**config.mk**
```make
export PLATFORM = sky130hd
export DESIGN_NAME = register_8bit
export DESIGN_NICKNAME = d
export VERILOG_FILES = /design/src/rtl/register_8bit.sv
export SDC_FILE = /design/constraint.sdc
export NUM_CORES = 1
export LEC_CHECK = 0
export CAP_MARGIN = 0
export CORE_AREA = 5 5 42 44
export DETAILED_ROUTE_END_ITERATION = 7
export DIE_AREA = 0 0 47 49
export SLEW_MARGIN = 20
export SYNTH_ARGS = -nofsm -noshare
export SYNTH_HDL_FRONTEND = slang
export SYNTH_SLANG_ARGS = --single-unit
```
**constraint.sdc**
```tcl
create_clock -name clk -period 0.8 [get_ports clk]
set_input_delay 0.16 -clock clk [delete_from_list [all_inputs] [get_ports clk]]
set_output_delay 0.16 -clock clk [all_outputs]
set_load 0.05 [all_outputs]
```
**src/rtl/register_8bit.sv**
```systemverilog
// 8-bit data-path register with clock enable and a one-cycle load strobe.
// Optional registered even-parity output enabled by REGISTER_8BIT_PARITY_EN.
module register_8bit #(
  parameter int unsigned          WIDTH       = 8,
  parameter logic [WIDTH-1:0]     RESET_VALUE = '0
) (
  input  logic             clk,
  input  logic             rst_n,
  input  logic             ce,
  input  logic [WIDTH-1:0] di,
  output logic [WIDTH-1:0] DO,
  output logic             loaded
`ifdef REGISTER_8BIT_PARITY_EN
  ,
  output logic             parity
`endif
);

  logic [WIDTH-1:0] data_q, data_d;
  logic             loaded_q, loaded_d;

  always_comb begin
    data_d   = data_q;
    loaded_d = 1'b0;
    if (ce) begin
      data_d   = di;
      loaded_d = 1'b1;
    end
  end

  always_ff @(posedge clk) begin
    if (!rst_n) begin
      data_q   <= RESET_VALUE;
      loaded_q <= 1'b0;
    end else begin
      data_q   <= data_d;
      loaded_q <= loaded_d;
    end
  end

  assign DO     = data_q;
  assign loaded = loaded_q;

`ifdef REGISTER_8BIT_PARITY_EN
  logic parity_q;

  // Parity is computed from the next-state value so it lands on the same edge as DO.
  always_ff @(posedge clk) begin
    if (!rst_n) begin
      parity_q <= ^RESET_VALUE;
    end else begin
      parity_q <= ^data_d;
    end
  end

  assign parity = parity_q;
`endif

endmodule

```
Word-level counts from Yosys, hierarchy flattened
Cells that the tools add are included.
{"block": "totals", "regBits": 9, "out_inout_bits": 9, "word_cells": 3}
{"block": "classes", "muxes": 1}
{"cell": "$mux 1", "count": 1}

Depth between registers and ports, before layout
Gate-level depths: netlist (run 1).
{"block": "depth", "ltp_word": 1, "ltp_mapped": 3}

Worst setup path after synthesis (run 1)
OpenSTA, ideal clock, no wires.
{"block": "synth_timing", "path_type": "reg2reg", "from": "reg, netlist name DO[0]", "to": "reg data_q[0], in the netlist DO[0]", "setup_ns": 0.066, "t_arrival_ns": 0.838, "required_time_ns": 0.734, "slack_ns": -0.103, "stages_incl_launch_ff": 3, "n_path_buf": 0, "synth_period_minus_slack_ns": 0.903, "path_cell_list": "dfxtp_1 > mux2i_1 > nor2b_1"}
{"item": "end signal, assigned", "line_no": "36", "source": "data_q <= data_d;"}
{"item": "end, declared", "line_no": "19", "source": "logic [WIDTH-1:0] data_q, data_d;"}

Worst setup path after layout (run 1)
{"block": "layout_timing", "from": "reg data_q[5], in the netlist DO[5]", "to": "out DO[5]"}
{"item": "end, declared", "line_no": "11", "source": "output logic [WIDTH-1:0] DO,"}
No word-level cell between the ends.

==> impl_summary.md, run 1 <==
Run status
The flow ran to the end, but the final reports show violations. The checks that failed: setup timing.

Route
The total number of vias is 264. The remaining antenna violation count is 0. The number of vias per cell after detailed routing is 3.94. The DRC violations left is 0. For this block, the initial DRC count from the detailed router was 0.

The number of detailed-route iterations in the first pass is 1. The post-detailed-routing wire length is 771 µm. The routed wirelength normalized by instance count is 11.5 µm.

Setup path
The slowest library cell on the worst path is sky130_fd_sc_hd__dfxtp_2. The arrival time of data at the critical path endpoint is 0.75 ns. The startpoint class of the critical path is a register. Traced cell by cell, the critical path runs through buf_12. The category of the most critical setup path is register to output port. The kind of cell adding the most delay to the critical path is flip-flops. The critical-path maximum fanout is 2. The startpoint identified for the worst register-to-register timing path is DO[0]$_SDFFE_PN0P_. The stage delay of the slowest cell on the critical path is 0.36 ns. Data on the critical path is required at its endpoint by 0.64 ns. For the worst flop-to-flop path, the logic depth is 2. The capturing point of the worst reg2reg path is DO[0]$_SDFFE_PN0P_. The number of buffers and inverters on the critical path is 1.

The worst setup slack for register-to-register paths is 0.17 ns. The nature of the critical path endpoint is an output port.

Clock tree
The clock root buffer is sky130_fd_sc_hd__clkbuf_4. The count of clock tree sinks is 9. Clock-pin slew was measured on the worst setup and hold paths at 0.06 ns.

The cts-stage hold buffer count is 0. TritonCTS built the clock tree. The worst-case clock buffer depth is 2.

For the worst-skew pair, the clock arrives at the later sink with an insertion delay of 0.25 ns. The count of H-tree levels built during CTS is 1. The TritonCTS buffer count is 3.

Finish
The number of antenna diodes in the final layout is 0. The fraction of final layout cells sized beyond drive strength 1 is 49.0%. The net count reported at finish is 63. From synthesis to final layout, the design area changed by 114%.

Timing
The fmax is 1.10 GHz. The setup clock skew after layout is 0 ns. Setup repair after global routing could not meet its margin everywhere.

The number of hold-slack violations in the final timing report is 0. The time the worst path needs with I/O delays and setup is 0.908 ns. The worst relative slew slack is 84.0%. The final setup violation count is 9. The max-slew violation total from the final report is 0. The portion of the clock cycle consumed by the worst path in the final layout is 113%. The worst-margin pin slew is 0.240 ns. Setup total negative slack on the finished layout was measured at -0.871 ns. The final critical-path setup slack is -0.108 ns.

Synth
Averaged over all synthesized cells, the footprint is 12.2 µm². The number of synthesized register bits is 9. The area of the mapped netlist is 329 µm². The number of synthesis warnings is 0. The number of different library cells used by synthesis comes to 5. Counting every net in the synthesized netlist gives 38.

The sequential cell area fraction in the yosys report is 54.8%. The count of mapped cells out of synthesis is 27.

Worst hold path
The instance count along the most critical hold path is 2. For hold timing, the worst endpoint is DO[3]$_SDFFE_PN0P_. The start point of the worst min-delay path is rst_n.

The path type of the worst min-delay path is input pin to register.

Power and ir drop
The total power of the final layout is 1.18 mW. The total power divided by cell area is 1670 nW/µm². In this run the static leakage power is 0.311 nW. The worst-case IR drop observed on VDD is 768 µV.

Floorplan
From bottom edge to top edge, the die measures 49 µm. The area inside the core boundary is 1400 µm². The die extent in x is 47 µm. Row generation in the floorplan step produced 14 rows. The starting density of the core is 23.5%. The die area is 2300 µm².

The count of boundary I/O pins is 20.

Global route
The via count of the first global-routing pass was 312. Entering global routing, the biggest net connects 10 pins. The initial antenna violation count is 0. The global-route wire length before repair is 1340 µm. Summed over all layers, the global routing overflow is 0. Across every metal layer, demand over resource in global routing totals 8.11%.

Place
The final RePlAce weighted congestion is 0.603. Summed over all nets, the half-perimeter wirelength after detailed placement is 555 µm. The number of port buffers is 19.

Job
Across the run, the number of max-cap violations was 0.
## layout by cell type, fill, tap and decap left out
cell                               n
sky130_fd_sc_hd__dfxtp_2           9
sky130_fd_sc_hd__nor2b_1           8
sky130_fd_sc_hd__clkbuf_2          1
sky130_fd_sc_hd__bufbuf_16         1
sky130_fd_sc_hd__buf_12           10
sky130_fd_sc_hd__mux2i_1           8
sky130_fd_sc_hd__clkbuf_4          3
sky130_fd_sc_hd__clkbuf_1          1
sky130_fd_sc_hd__dlymetal6s2s_1    1
sky130_fd_sc_hd__clkdlybuf4s50_1   8
sky130_fd_sc_hd__and2_2            1
## worst max path at each step
stage | to | depth (start not counted) | slack, ns | start
floorplan | loaded | 0 | 0.05 | loaded$_SDFF_PN0_
global placement | DO[7]$_SDFFE_PN0P_ | 4 | -0.37 | ce
detailed placement | DO[1]$_SDFFE_PN0P_ | 4 | -0.40 | ce
CTS | DO[5] | 1 | -0.12 | DO[5]$_SDFFE_PN0P_
global route | DO[5] | 1 | -0.14 | DO[5]$_SDFFE_PN0P_
finish | DO[5] | 1 | -0.11 | DO[5]$_SDFFE_PN0P_
## routing by layer
layer  GRT usage (%)  up-vias  wire length [µm]
li1                -      136                 -
met1            12.4      108               384
met2            9.50       20               289
met3            4.06        0                97
met4            2.76        0                 0
met5               0        -                 0
## final cells by class
type	instances	area (µm²)
well taps	16	20.0
multi-input cells	17	138
repair buffers	21	330
clock buffers	4	26.3
fillers	127	696
flip-flops and latches	9	191
## stage by stage
stage	hold slack, ns	cell area [µm²]	util (%)	cells	worst slack [ns]
final	0.286	706	50.4	67	-0.108
after global routing	0.312	706	50.4	67	-0.140
after CTS	0.511	707	50.4	67	-0.120
after detailed placement	0.536	648	46.3	62	-0.397
after global placement	0.526	648	46.3	62	-0.375
after floorplan	0.288	339	-	27	0.0527
## what timing repair did
action                     CTS  global route
resized for setup            2             3
buffers inserted             0             0
setup endpoints to repair   17            14
cloned                       1             0
## cells by family after synthesis
kind of cell,after synthesis,synth area share (%)
DFF,9,54.8
and+or+nand+nor,9,17.5
muxes,8,24.3
buffers and inverters,1,3.42
## report_power, final
part,leakage (nW),internal (mW),switching (mW)
clock,0.0150,0.192,0.149
combinational,0.219,0.195,0.138
sequential,0.0775,0.481,0.0270
total,0.311,0.868,0.314
## cells in the mapped netlist
| library cell | count | area, µm² |
|---|---|---|
| sky130_fd_sc_hd__buf_6 | 1 | 11.3 |
| sky130_fd_sc_hd__dfxtp_1 | 9 | 180 |
| sky130_fd_sc_hd__mux2i_1 | 8 | 80.1 |
| sky130_fd_sc_hd__nor2b_1 | 8 | 50.1 |
| sky130_fd_sc_hd__and2_2 | 1 | 7.51 |
## state kept, by name, summed over array words and instances, names as in the netlist
signal  cells
loaded      1
DO          8
Power figures use the tool's default switching activity.
==> inputs of run 2 (changes only) <==
--- a/config.mk
+++ b/config.mk
@@ -6,9 +6,9 @@
 export NUM_CORES = 1
 export LEC_CHECK = 0
 export CAP_MARGIN = 0
-export CORE_AREA = 5 5 42 44
+export CORE_AREA = 4 4 41 43
 export DETAILED_ROUTE_END_ITERATION = 7
-export DIE_AREA = 0 0 47 49
+export DIE_AREA = 0 0 45 47
 export SLEW_MARGIN = 20
 export SYNTH_ARGS = -nofsm -noshare
 export SYNTH_HDL_FRONTEND = slang
==> impl_summary.md, run 2 (synthesis gave the netlist of run 1 again) <==
Clock tree
After clock tree synthesis, the clock-pin slew on the worst setup and hold paths is 0.06 ns. The count of H-tree levels built during CTS is 1. TritonCTS built the clock tree. The number of buffers inserted to repair setup after CTS is 0. At the later pin of the worst-skew pair, clock insertion delay measures 0.25 ns. The clock root buffer is sky130_fd_sc_hd__clkbuf_4. The worst-case clock buffer depth is 2. The count of clock tree sinks is 9. The cts-stage hold buffer count is 0. Counting the buffers created by CTS gives 3.

Floorplan
The die is 47 µm tall. The die extent in x is 45 µm. For this configuration, the core starts out at a cell density of 25.3%. The die area is 2120 µm². The count of boundary I/O pins is 20.

The floorplan has 13 rows. After floorplanning, the core was sized to cover 1300 µm².

Setup path
At the worst endpoint, the arrival time is 0.75 ns. The timing startpoint of the critical path is DO[3]$_SDFFE_PN0P_. Grouping stages by cell kind, the critical path spends the most delay in flip-flops. The category of the most critical setup path is register to output port. The critical-path maximum fanout is 2. The critical path goes through buf_12. The worst setup slack for register-to-register paths is 0.16 ns.

The slowest library cell on the worst path is sky130_fd_sc_hd__dfxtp_2. For the worst flop-to-flop path, the logic depth is 2. STA classifies the critical path endpoint as an output port. The number of buffers and inverters on the critical path is 1.

The capturing point of the worst reg2reg path is DO[3]$_SDFFE_PN0P_. The data required time at the worst endpoint is 0.64 ns. The start of the worst register-to-register path is DO[3]$_SDFFE_PN0P_. The startpoint class of the critical path is a register. The stage delay of the slowest cell on the critical path is 0.35 ns.

Timing
Setup violations remaining at the end of the flow were counted as 9. Setup repair after global routing could not meet its margin everywhere. Between clock sinks in the finished design, the worst skew comes to 0 ns. The worst relative slew slack is 82.8%.

In the post-route analysis, the smallest setup slack over all paths is -0.105 ns. The time the worst path needs with I/O delays and setup is 0.905 ns. In the finished design, the share of the clock period the worst path needs comes to 113%. The fmax is 1.10 GHz. Hold is met by 0.292 ns. The worst-margin pin slew is 0.257 ns.

The number of hold-slack violations in the final timing report is 0. The max-slew violation total from the final report is 0.

Route
The remaining antenna violation count is 0. The number of vias per cell after detailed routing is 4.17. Before antenna repair, the detailed router went through 3 iterations. In the routed design, unresolved DRC markers number 0. The total number of vias is 275. Dividing the detail-routed wire length by the instance count gives 11.4 µm. The violation count after the first detailed-route iteration is 4. The post-detailed-routing wire length is 754 µm.

Power and ir drop
VDD sags by at most 731 µV. The leakage dissipation is 0.294 nW. The total power divided by cell area is 1730 nW/µm².

Finish
The total area of multi-input combinational cells is 138 µm². Summing all flip-flop and latch instances after layout gives 191 µm². The utilization of the core after routing is 51.8%. The number of flip-flops under the largest register name is 8.

The number of antenna cells inserted is 0. The growth of design area from synthesis to finish is 105%. The net count reported at finish is 63.

The fill cell instance count of the final layout is 122. For this run, the number of standard cells in the final layout without fillers is 66. The fraction of final layout cells sized beyond drive strength 1 is 47.1%. The library cells used most frequently in the layout, excluding fill and tap cells, are sky130_fd_sc_hd__dfxtp_2 (9), sky130_fd_sc_hd__buf_12 (9), sky130_fd_sc_hd__mux2i_1 (8), sky130_fd_sc_hd__nor2b_1 (8), sky130_fd_sc_hd__clkdlybuf4s50_1 (8).

Global route
The initial antenna violation count came to 0. The maximum number of pins on one net before global-route repair is 10. The global-route wire length before repair is 1170 µm.

The via count of the first global-routing pass is 285. Summed over all layers, the global routing overflow is 0. Global routing used 8.39% of the available tracks across all layers.

Place
The placed cell count is 62. The minimum setup slack after placement is -0.373 ns. The number of port buffers is 19. The final RePlAce weighted congestion is 0.616.

Worst hold path
The startpoint identified for the worst hold timing path is rst_n. Along the worst hold path, the cell count comes to 2. The endpoint with the worst hold slack is DO[7]$_SDFFE_PN0P_. The min-delay analysis places its worst path in the category input pin to register.

Run status
The checks that failed: setup timing. The flow ran to the end, but the final reports show violations.

Job
The max capacitance violation total is 0.
## run 2: cell count changes in the layout (fill, tap and decap cells not counted), sizes merged
cell	before	now
clkbuf	5	4
dlygate4sd2	0	1
bufbuf	1	0
buf	10	11
## run 2: worst reg2reg max path: cells and delay by family (launching register included)
kind | cells | cell delay [ns]
flip-flops | 1 | 0.33
multiplexers | 1 | 0.13
AND/OR/NAND/NOR | 1 | 0.07
## run 2: worst max path at each step
stage	to	slack, ns	depth (start not counted)
2_1_floorplan	loaded	0.05	0
3_3_place_gp	DO[7]$_SDFFE_PN0P_	-0.36	4
3_5_place_dp	DO[2]$_SDFFE_PN0P_	-0.37	4
4_1_cts	DO[5]	-0.12	1
5_1_grt	DO[2]	-0.14	1
6_report	DO[3]	-0.11	1
## run 2: power by group
| group | internal, mW | total (mW) | switching (mW) |
|---|---|---|---|
| clock | 0.192 | 0.347 | 0.155 |
| combinational | 0.176 | 0.313 | 0.137 |
| sequential | 0.481 | 0.507 | 0.0257 |
| total | 0.849 | 1.17 | 0.318 |
## run 2: timing repair
action	CTS	global route
resized for setup	3	1
setup endpoints to repair	17	12
pin swaps	0	0
## run 2: per-layer routing
metal	part of all wire, %	track usage [%]	wire, µm	vias up
met5	0	0	0	-
met4	2.5	8.77	19	0
met3	9.0	3.07	68	2
met2	53	13.6	402	11
met1	35	7.99	263	126
li1	-	-	-	136
## run 2: cell type report
cell class                      count  share of cell area [%]
Tap cell                           15                    2.78
Multi-Input combinational cell     17                    20.4
Timing Repair Buffer               21                    44.5
Clock buffer                        4                    3.90
Sequential cell                     9                    28.4
## run 2: through the flow
stage	total power [mW]	area [µm²]	setup TNS, ns
2_1_floorplan	0.648	339	0
3_5_place_dp	0.833	642	-3.10
4_1_cts	1.19	672	-1.01
5_1_grt	1.22	674	-1.15
6_report	1.17	674	-0.895
3_3_place_gp	0.829	642	-2.98
==> inputs of run 3 (changes only) <==
--- a/config.mk
+++ b/config.mk
@@ -7,6 +7,7 @@
 export LEC_CHECK = 0
 export CAP_MARGIN = 0
 export CORE_AREA = 4 4 41 43
+export CTS_CLUSTER_DIAMETER = 80
 export DETAILED_ROUTE_END_ITERATION = 7
 export DIE_AREA = 0 0 45 47
 export SLEW_MARGIN = 20
==> results of run 3 <==
Final layout, timing and power as in run 2 (identical DEF).
